<file path="src/rtl/led_serial_pkg.sv">
// rtl/led_serial_pkg.sv - shared constants, frame states and helpers for the LED serial receiver
package led_serial_pkg;

    localparam int LED_FRAME_W = 8;
    localparam logic [31:0] BRIGHTNESS_TICKS = 32'h30D40;

    typedef enum logic [1:0] {
        ST_IDLE    = 2'd0,
        ST_SHIFT   = 2'd1,
        ST_FULL    = 2'd2,
        ST_OVERRUN = 2'd3
    } frame_state_e;

    function automatic logic [7:0] sat_inc8(input logic [7:0] v);
        return (v == 8'hFF) ? v : v + 8'd1;
    endfunction

endpackage

</file>
<file path="src/rtl/led_serial_receiver_if.sv">
// rtl/led_serial_receiver_if.sv - LED serial link lines (sdi/sclk/latch/n_output_enable)
interface led_serial_receiver_if;
    logic sdi;
    logic sclk;
    logic latch;
    logic n_output_enable;

    modport master (output sdi, output sclk, output latch, output n_output_enable);
    modport slave  (input  sdi, input  sclk, input  latch, input  n_output_enable);
endinterface

</file>
<file path="src/rtl/edge_sync.sv">
// rtl/edge_sync.sv - multi-flop synchroniser with registered-copy rise/fall pulse detection
module edge_sync #(
    parameter int   STAGES    = 2,
    parameter logic RESET_VAL = 1'b0
) (
    input  logic clk,
    input  logic rst_n,
    input  logic d,
    output logic q,
    output logic rise,
    output logic fall
);

    logic [STAGES-1:0] chain;
    logic              prev;

    always_ff @(posedge clk or negedge rst_n) begin
        if (!rst_n) begin
            chain <= {STAGES{RESET_VAL}};
            prev  <= RESET_VAL;
        end else begin
            chain <= {chain[STAGES-2:0], d};
            prev  <= chain[STAGES-1];
        end
    end

    assign q    = chain[STAGES-1];
    assign rise = chain[STAGES-1] & ~prev;
    assign fall = ~chain[STAGES-1] & prev;

endmodule

</file>
<file path="src/rtl/led_serial_receiver.sv">
// rtl/led_serial_receiver.sv - oversampling LED shift-register receiver with latch, output enable and on-time meter
module led_serial_receiver
    import led_serial_pkg::*;
#(
    parameter int WIDTH       = LED_FRAME_W,
    parameter int SYNC_STAGES = 2,
    parameter int TICK_W      = 32
) (
    input  logic                 CLOCK_5,
    input  logic                 n_reset,
    led_serial_receiver_if.slave link,
    output logic [WIDTH-1:0]     data_out,
    output logic [WIDTH-1:0]     leds,
    output logic                 data_valid,
    output logic                 frame_error,
    output logic                 overrun,
    output logic [7:0]           bit_count,
    output logic [TICK_W-1:0]    last_on_ticks
);

    logic sdi_s, sdi_rise_unused, sdi_fall_unused;
    logic sclk_q_unused, sclk_rise, sclk_fall_unused;
    logic latch_q_unused, latch_rise, latch_fall_unused;
    logic n_oe_s, oe_end, oe_start_unused;

    edge_sync #(.STAGES(SYNC_STAGES), .RESET_VAL(1'b0)) u_sync_sdi (
        .clk(CLOCK_5), .rst_n(n_reset), .d(link.sdi),
        .q(sdi_s), .rise(sdi_rise_unused), .fall(sdi_fall_unused));
    edge_sync #(.STAGES(SYNC_STAGES), .RESET_VAL(1'b0)) u_sync_sclk (
        .clk(CLOCK_5), .rst_n(n_reset), .d(link.sclk),
        .q(sclk_q_unused), .rise(sclk_rise), .fall(sclk_fall_unused));
    edge_sync #(.STAGES(SYNC_STAGES), .RESET_VAL(1'b0)) u_sync_latch (
        .clk(CLOCK_5), .rst_n(n_reset), .d(link.latch),
        .q(latch_q_unused), .rise(latch_rise), .fall(latch_fall_unused));
    edge_sync #(.STAGES(SYNC_STAGES), .RESET_VAL(1'b1)) u_sync_noe (
        .clk(CLOCK_5), .rst_n(n_reset), .d(link.n_output_enable),
        .q(n_oe_s), .rise(oe_end), .fall(oe_start_unused));

    logic              oe;
    frame_state_e      state, state_nx;
    logic [7:0]        count_nx;
    logic [WIDTH-1:0]  shift_reg, shift_nx;
    logic              frame_good;
    logic [TICK_W-1:0] on_cnt;

    assign oe = ~n_oe_s;

    // A same-cycle sclk rise is folded in before the latch looks at the frame.
    always_comb begin
        count_nx = sclk_rise ? sat_inc8(bit_count) : bit_count;
        shift_nx = sclk_rise ? {sdi_s, shift_reg[WIDTH-1:1]} : shift_reg;
    end

    always_ff @(posedge CLOCK_5 or negedge n_reset) begin
        if (!n_reset) state <= ST_IDLE;
        else          state <= state_nx;
    end

    always_comb begin
        state_nx = state;
        if (latch_rise) begin
            state_nx = ST_IDLE;
        end else if (sclk_rise) begin
            case (state)
                ST_IDLE, ST_SHIFT: state_nx = (count_nx == 8'(WIDTH)) ? ST_FULL : ST_SHIFT;
                ST_FULL:           state_nx = ST_OVERRUN;
                default:           state_nx = ST_OVERRUN;
            endcase
        end
    end

    always_comb begin
        overrun    = (state == ST_OVERRUN);
        frame_good = (count_nx == 8'(WIDTH));
    end

    always_ff @(posedge CLOCK_5 or negedge n_reset) begin
        if (!n_reset) begin
            shift_reg   <= '0;
            bit_count   <= '0;
            data_out    <= '0;
            data_valid  <= 1'b0;
            frame_error <= 1'b0;
            leds        <= '0;
        end else begin
            shift_reg   <= shift_nx;
            bit_count   <= latch_rise ? 8'd0 : count_nx;
            if (latch_rise) data_out <= shift_nx;
            data_valid  <= latch_rise & frame_good;
            frame_error <= latch_rise & ~frame_good;
            leds        <= data_out & {WIDTH{oe}};
        end
    end

    always_ff @(posedge CLOCK_5 or negedge n_reset) begin
        if (!n_reset) begin
            on_cnt        <= '0;
            last_on_ticks <= '0;
        end else if (oe_end) begin
            last_on_ticks <= on_cnt;
            on_cnt        <= '0;
        end else if (oe && on_cnt != {TICK_W{1'b1}}) begin
            on_cnt <= on_cnt + 1'b1;
        end
    end

endmodule
</file>
<file path="src/flat_wrapper.sv">
// flat-port wrapper written by rule: the top's interface ports become plain ports
module led_serial_receiver_flat import led_serial_pkg::*;
#(
    parameter int WIDTH       = LED_FRAME_W,
    parameter int SYNC_STAGES = 2,
    parameter int TICK_W      = 32
)
  (CLOCK_5, n_reset, data_out, leds, data_valid, frame_error, overrun, bit_count, last_on_ticks, link_sdi, link_sclk, link_latch, link_n_output_enable);
  led_serial_receiver_if link_i ();
  input  logic CLOCK_5;
  input  logic n_reset;
  output logic [WIDTH-1:0] data_out;
  output logic [WIDTH-1:0] leds;
  output logic data_valid;
  output logic frame_error;
  output logic overrun;
  output logic [7:0] bit_count;
  output logic [TICK_W-1:0] last_on_ticks;
  input wire logic [$bits(link_i.sdi)-1:0] link_sdi;
  input wire logic [$bits(link_i.sclk)-1:0] link_sclk;
  input wire logic [$bits(link_i.latch)-1:0] link_latch;
  input wire logic [$bits(link_i.n_output_enable)-1:0] link_n_output_enable;
  assign link_i.sdi = link_sdi;
  assign link_i.sclk = link_sclk;
  assign link_i.latch = link_latch;
  assign link_i.n_output_enable = link_n_output_enable;
  led_serial_receiver #(.WIDTH(WIDTH), .SYNC_STAGES(SYNC_STAGES), .TICK_W(TICK_W)) u_core (.CLOCK_5(CLOCK_5), .n_reset(n_reset), .link(link_i), .data_out(data_out), .leds(leds), .data_valid(data_valid), .frame_error(frame_error), .overrun(overrun), .bit_count(bit_count), .last_on_ticks(last_on_ticks));
endmodule
</file>
<file path="config.mk">
export PLATFORM = sky130hd
export DESIGN_NAME = led_serial_receiver_flat
export DESIGN_NICKNAME = d
export VERILOG_FILES = /design/src/rtl/led_serial_pkg.sv /design/src/rtl/led_serial_receiver_if.sv /design/src/rtl/edge_sync.sv /design/src/rtl/led_serial_receiver.sv /design/src/flat_wrapper.sv
export SDC_FILE = /design/constraint.sdc
export NUM_CORES = 1
export LEC_CHECK = 0
export CORE_MARGIN = 3
export CORE_UTILIZATION = 55
export DETAILED_ROUTE_END_ITERATION = 8
export PLACE_DENSITY_LB_ADDON = 0.08
export SYNTH_ARGS = -nofsm -noshare
export SYNTH_HDL_FRONTEND = slang
export SYNTH_SLANG_ARGS = --single-unit
</file>
<file path="constraint.sdc">
create_clock -name CLOCK_5 -period 2.55 [get_ports CLOCK_5]
set_input_delay 0.255 -clock CLOCK_5 [delete_from_list [all_inputs] [get_ports CLOCK_5]]
set_output_delay 0.255 -clock CLOCK_5 [all_outputs]
set_load 0.02 [all_outputs]
</file>
# == Word-level counts from Yosys, hierarchy flattened ==
# Cells that the tools add are included.
# op_classes
n_reduce_logical,5
n_mux,10
eq_ne,5
n_bitwise,11
n_addsub,2
# op_table
operator,count
32-bit two-way mux,2
"32-bit by 1-bit adder with 32-bit output, second input constant",1
8-bit two-way mux,4
"32-bit inequality test, second input constant",1
"8-bit by 1-bit adder with 8-bit output, second input constant",1
8-bit bitwise AND,1
"8-bit by 4-bit == test with 1-bit output, second input constant",1
"8-bit == test, second input constant",1
2-bit two-way mux,4
1-bit bitwise AND,5
1-bit inverter,5
2-bit nonzero test,2
"2-bit by 1-bit == test with 1-bit output, second input constant",1
"2-bit == test, second input constant",1
2-bit logical NOT,1
2-bit OR reduction,1
1-bit logical AND,1
# word_totals
in_bits,6
register_bits,111
word_cells,49

# == Depth between registers and ports, before layout ==
# depth
word_depth,8
ltp_mapped,9

# == By module ==
# Synthesis repeated with hierarchy kept, for this count alone.
# unflattened
hier_cells,432
area_unflattened_um2,4918.5
# by_module_without_submodules
module,instances,cells_each,area_each_um2,seq_area_each_um2
led_serial_receiver,1,412,4554.4,2502.4
edge_sync (u_core.u_sync_latch ...),3,5,90.1,75.1
edge_sync (u_core.u_sync_noe),1,5,93.8,78.8

# == Worst setup path after synthesis ==
# OpenSTA, ideal clock, no wires.
# synth_path
path_kind,register to register
startpoint,reg u_core.bit_count[0]
endpoint,reg u_core.state[0]
arrival_time_ns,2.245
period_less_slack_ns,2.369
setup_time_ns,0.123
stages_incl_launch_ff,8
slack_ns,0.181
path_cell_list,dfrtp_1 ha_1 nand4b_1 a2111oi_0 nand3_1 a2111oi_1 and2_1 a21oi_1
# synth_between
elab_chain_cells,8
elab_cells_between_ends,9
# synth_lines
element,line_no,source
"start, declared",led_serial_receiver.sv:17,"output logic [7:0] bit_count,"
"start signal, assigned",led_serial_receiver.sv:87,bit_count <= latch_rise ? 8'd0 : count_nx;
8-bit by 1-bit adder with 8-bit output / 8-bit == test (equally long branches),led_serial_pkg.sv:15,return (v == 8'hFF) ? v : v + 8'd1;
8-bit two-way mux,led_serial_pkg.sv:15,
8-bit two-way mux *,led_serial_receiver.sv:50,count_nx = sclk_rise ? sat_inc8(bit_count) : bit_count;
8-bit by 4-bit == test with 1-bit output *,led_serial_receiver.sv:65,"ST_IDLE, ST_SHIFT: state_nx = (count_nx == 8'(WIDTH)) ? ST_FULL : ST_SHIFT;"
2-bit two-way mux *,led_serial_receiver.sv:65,
2-bit two-way mux *,led_serial_receiver.sv:64,case (state)
2-bit two-way mux *,led_serial_receiver.sv:63,end else if (sclk_rise) begin
2-bit two-way mux *,led_serial_receiver.sv:61,if (latch_rise) begin
"end signal, assigned",led_serial_receiver.sv:56,else state <= state_nx;
"end, declared",led_serial_receiver.sv:40,"frame_state_e state, state_nx;"
# Every way passes the cells marked *; elsewhere a longest branch is shown, timed or not. The select of a mux whose other input is x is not followed.
# A chain may end at the register's enable or synchronous reset.

# == Final worst setup path ==
# Same ends and word-level chain as after synthesis.

==> out/results.tsv <==
stage	metric	value	unit
yosys	ys_seq_area_frac	0.574	
final_layout	fin_area	0.00587	mm2
worst_hold_path	min_to	u_core.u_sync_noe.chain[0]	
global_routing	grt_pass1_wl	17700	um
yosys	synth_top_family_by_area	simple AND/OR/NAND/NOR gates	
floorplanning	core-area	0.00838	mm2
worst_setup_path	worstSetupStartpoint	u_core.bit_count[0]	
global_routing	grt_pass1_vias	3750	
placement	dp_hpwl	6910	um
floorplanning	initial_core_util	0.578	
global_routing	grt.overflow.total	0	
power	ir_worst_vdd	0.407	mV
timing	finalClockSkew	0.00800	ns
yosys	syn_inst	506	
worst_setup_path	crit-reg2reg-launch	u_core.bit_count[0]	
yosys	yosys_warnings	0	
placement	placed_area	0.00566	mm2
clock_network	clk_pin_slew	0.11	ns
worst_setup_path	critPathKind	reg2reg	
detailed_routing	postRouteAntennaNets	0	
placement	io_buffers	64	
worst_setup_path	reg2reg_depth	7	
timing	relSlewSlack	0.585	
timing	setup_ws	0.247	ns
yosys	synth-seq-cells	111	
power	power.density	595	mW/mm2
placement	place_inst	670	
worst_hold_path	min_path_cells	1	
detailed_routing	routed_wirelength	10100	um
clock_network	cts_tree	yes	
yosys	yosys.area_share.xor_xnor	0.0379	
global_routing	grt_start_max_net_pins	49	
final_layout	nFillCells	672	
yosys	synth_area_per_cell	9.58	um2
yosys	synthDistinctLibCells	51	
final_layout	utilization	0.701	
clock_network	cts_made_buffers	9	
yosys	synth-simple-area-share	0.287	
detailed_routing	drt_iter0_drc	179	
global_routing	grt_use_total	0.219	
timing	rsz0062_at_grt	false	
timing	setup_viol	0	
yosys	ys.flop_type	dfrtp_1	
placement	gp_congestion	0.894	
final_layout	seqCellArea	0.00278	mm2
global_routing	antenna_found_initial	0	
outcome	status	finished, final reports clean	
flow_run	cap_violations	0	
timing	worst_pin_slew	0.622	ns
power	p_leak	2.76	nW
timing	hold_viol	0	
yosys	async_flop_share	1.00	
yosys	syn_area	0.00485	mm2
yosys	synthMuxAreaShare	0.0103	
final_layout	final_cells	687	
clock_network	cts_max_level	3	
floorplanning	die_x	99.9	um
clock_network	cts_setup_buffers	0	
timing	fin_crit	2.30	ns
timing	final_max_slew_viol_count	0	
floorplanning	num_rows	33	
final_layout	multiInputGateArea	0.00196	mm2
worst_setup_path	r2r_slack	0.25	ns
final_layout	diodes	0	
detailed_routing	post-route-drc-count	0	
timing	finalCritPeriodShare	0.903	
clock_network	clock-sinks	111	
clock_network	cts_root_buf	clkbuf_8	
final_layout	layout.nets	585	
detailed_routing	firstDrtPassIters	4	
final_layout	top_regs	u_core.last_on_ticks x32, u_core.on_cnt x32	
yosys	synth_compound_area_frac	0.0612	
worst_setup_path	r2r-end	u_core.state[0]	
final_layout	final_layout_size_suffix_gt1_frac	0.0859	
floorplanning	pin_count	65	
floorplanning	die_area	0.00998	mm2
clock_network	clk_path_buf_depth	2	
worst_hold_path	hp-start	link_n_output_enable	
timing	finalSetupTns	0	ns
worst_setup_path	critPathRequiredTime	2.81	ns
detailed_routing	via_per_inst	5.45	
final_layout	areaGrowthSynthToFinish	21.2	%
worst_setup_path	end_kind	register	
worst_setup_path	arrival	2.57	ns
detailed_routing	wl_per_cell	14.7	um
timing	max_freq	0.434	GHz
yosys	synthAdderAreaFrac	0.00516	
clock_network	clk_latency	0.37	ns
placement	pre_cts_slack	0.120	ns
detailed_routing	vias	3745	
yosys	synth_nets	514	
yosys	synth_edf_count	0	
floorplanning	die_y	99.9	um
worst_setup_path	critPathMaxFanout	6	
worst_setup_path	cp-start-kind	register	
worst_hold_path	hp-class	in2reg	
==> per-layer routing <==
layer  wire [um]  GRT usage
met5           0          0
met4         108     0.0641
met3         502     0.0549
met2        4920      0.356
met1        4600      0.292
==> critical path, stage by stage, from the launching register on <==
cell       delay, ns
dfrtp_1         0.46
ha_1            0.27
nand4b_1        0.16
a2111oi_1       0.50
nand3_1         0.16
a2111oi_2       0.39
and2_1          0.20
a21oi_1         0.06
==> worst max-delay path by stage <==
| stage | end | slack (ns) | cells past startpoint |
|---|---|---|---|
| after floorplan | u_core.state[0] | 0.18 | 7 |
| after global placement | u_core.state[0] | 0.25 | 7 |
| after detailed placement | u_core.frame_error | 0.12 | 7 |
| after CTS | u_core.state[0] | 0.10 | 7 |
| after global routing | u_core.frame_error | 0.09 | 7 |
| final | u_core.state[0] | 0.25 | 7 |
==> cells in the mapped netlist (3+ instances only) <==
cell type	count	area, um2
nand2_1	162	608
dfrtp_1	108	2700
nor2_1	32	120
nand3_1	20	100
clkbuf_1	18	67.6
xnor2_1	16	140
nor2b_1	12	75.1
nor3_1	10	50.1
o21ai_0	10	50.1
and3_1	9	56.3
nand4_1	9	56.3
a21oi_1	8	40.0
and4_1	7	61.3
nand2b_1	7	43.8
o21ai_1	7	35.0
mux2i_1	5	50.1
nor4_1	5	31.3
xor2_1	5	43.8
a211oi_1	4	30.0
and2_1	4	25.0
nor4b_1	4	35.0
a31oi_1	3	18.8
dfstp_2	3	78.8
inv_1	3	11.3
==> layout make-up <==
type,instances,share of cell area
Clock inverter,7,0.0113
Sequential cell,111,0.473
Multi-Input combinational cell,368,0.333
Inverter,3,0.00192
Clock buffer,9,0.0211
Tap cell,105,0.0224
Timing Repair Buffer,84,0.137
==> cells in the final DEF, fill, tap and decap left out, drive strengths merged, types with 8 or more instances in the layout <==
| master | Yosys | routed |
|---|---|---|
| nor2 | 33 | 33 |
| nand3 | 22 | 22 |
| buf | 6 | 20 |
| nor3 | 10 | 10 |
| a21oi | 8 | 8 |
| nor2b | 12 | 12 |
| clkbuf | 18 | 9 |
| o21ai | 17 | 17 |
| nand4 | 9 | 9 |
| xnor2 | 16 | 16 |
| and3 | 9 | 9 |
| clkdlybuf4s50 | 0 | 63 |
| nand2 | 162 | 162 |
| dfrtp | 108 | 108 |
==> report_power, final <==
group | internal, mW | switching [mW]
Clock | 0.379 | 0.632
Combinational | 0.214 | 0.281
Sequential | 1.89 | 0.103
Total | 2.48 | 1.02
==> cell families (layout without fill, tap and decap cells) <==
family,count (synthesis),after routing
compound gates,45,45
fa+ha+maj,2,2
simple gates,295,295
buf+inv,27,103
flops,111,111
xor+xnor,21,21
mux,5,5
==> through the flow <==
step	power, mW	hold slack (ns)
floorplan	2.26	-0.0406
global placement	2.51	0.309
detailed placement	2.52	0.316
CTS	3.53	0.270
global route	3.67	0.258
finish	3.49	0.285
==> repair_timing <==
action,CTS,global route
endpoints found under the hold margin,45,0
hold buffers,1,0
resized for setup,0,3
endpoints found under the setup margin,0,22
No activity file was read; power rests on OpenSTA's default activity.
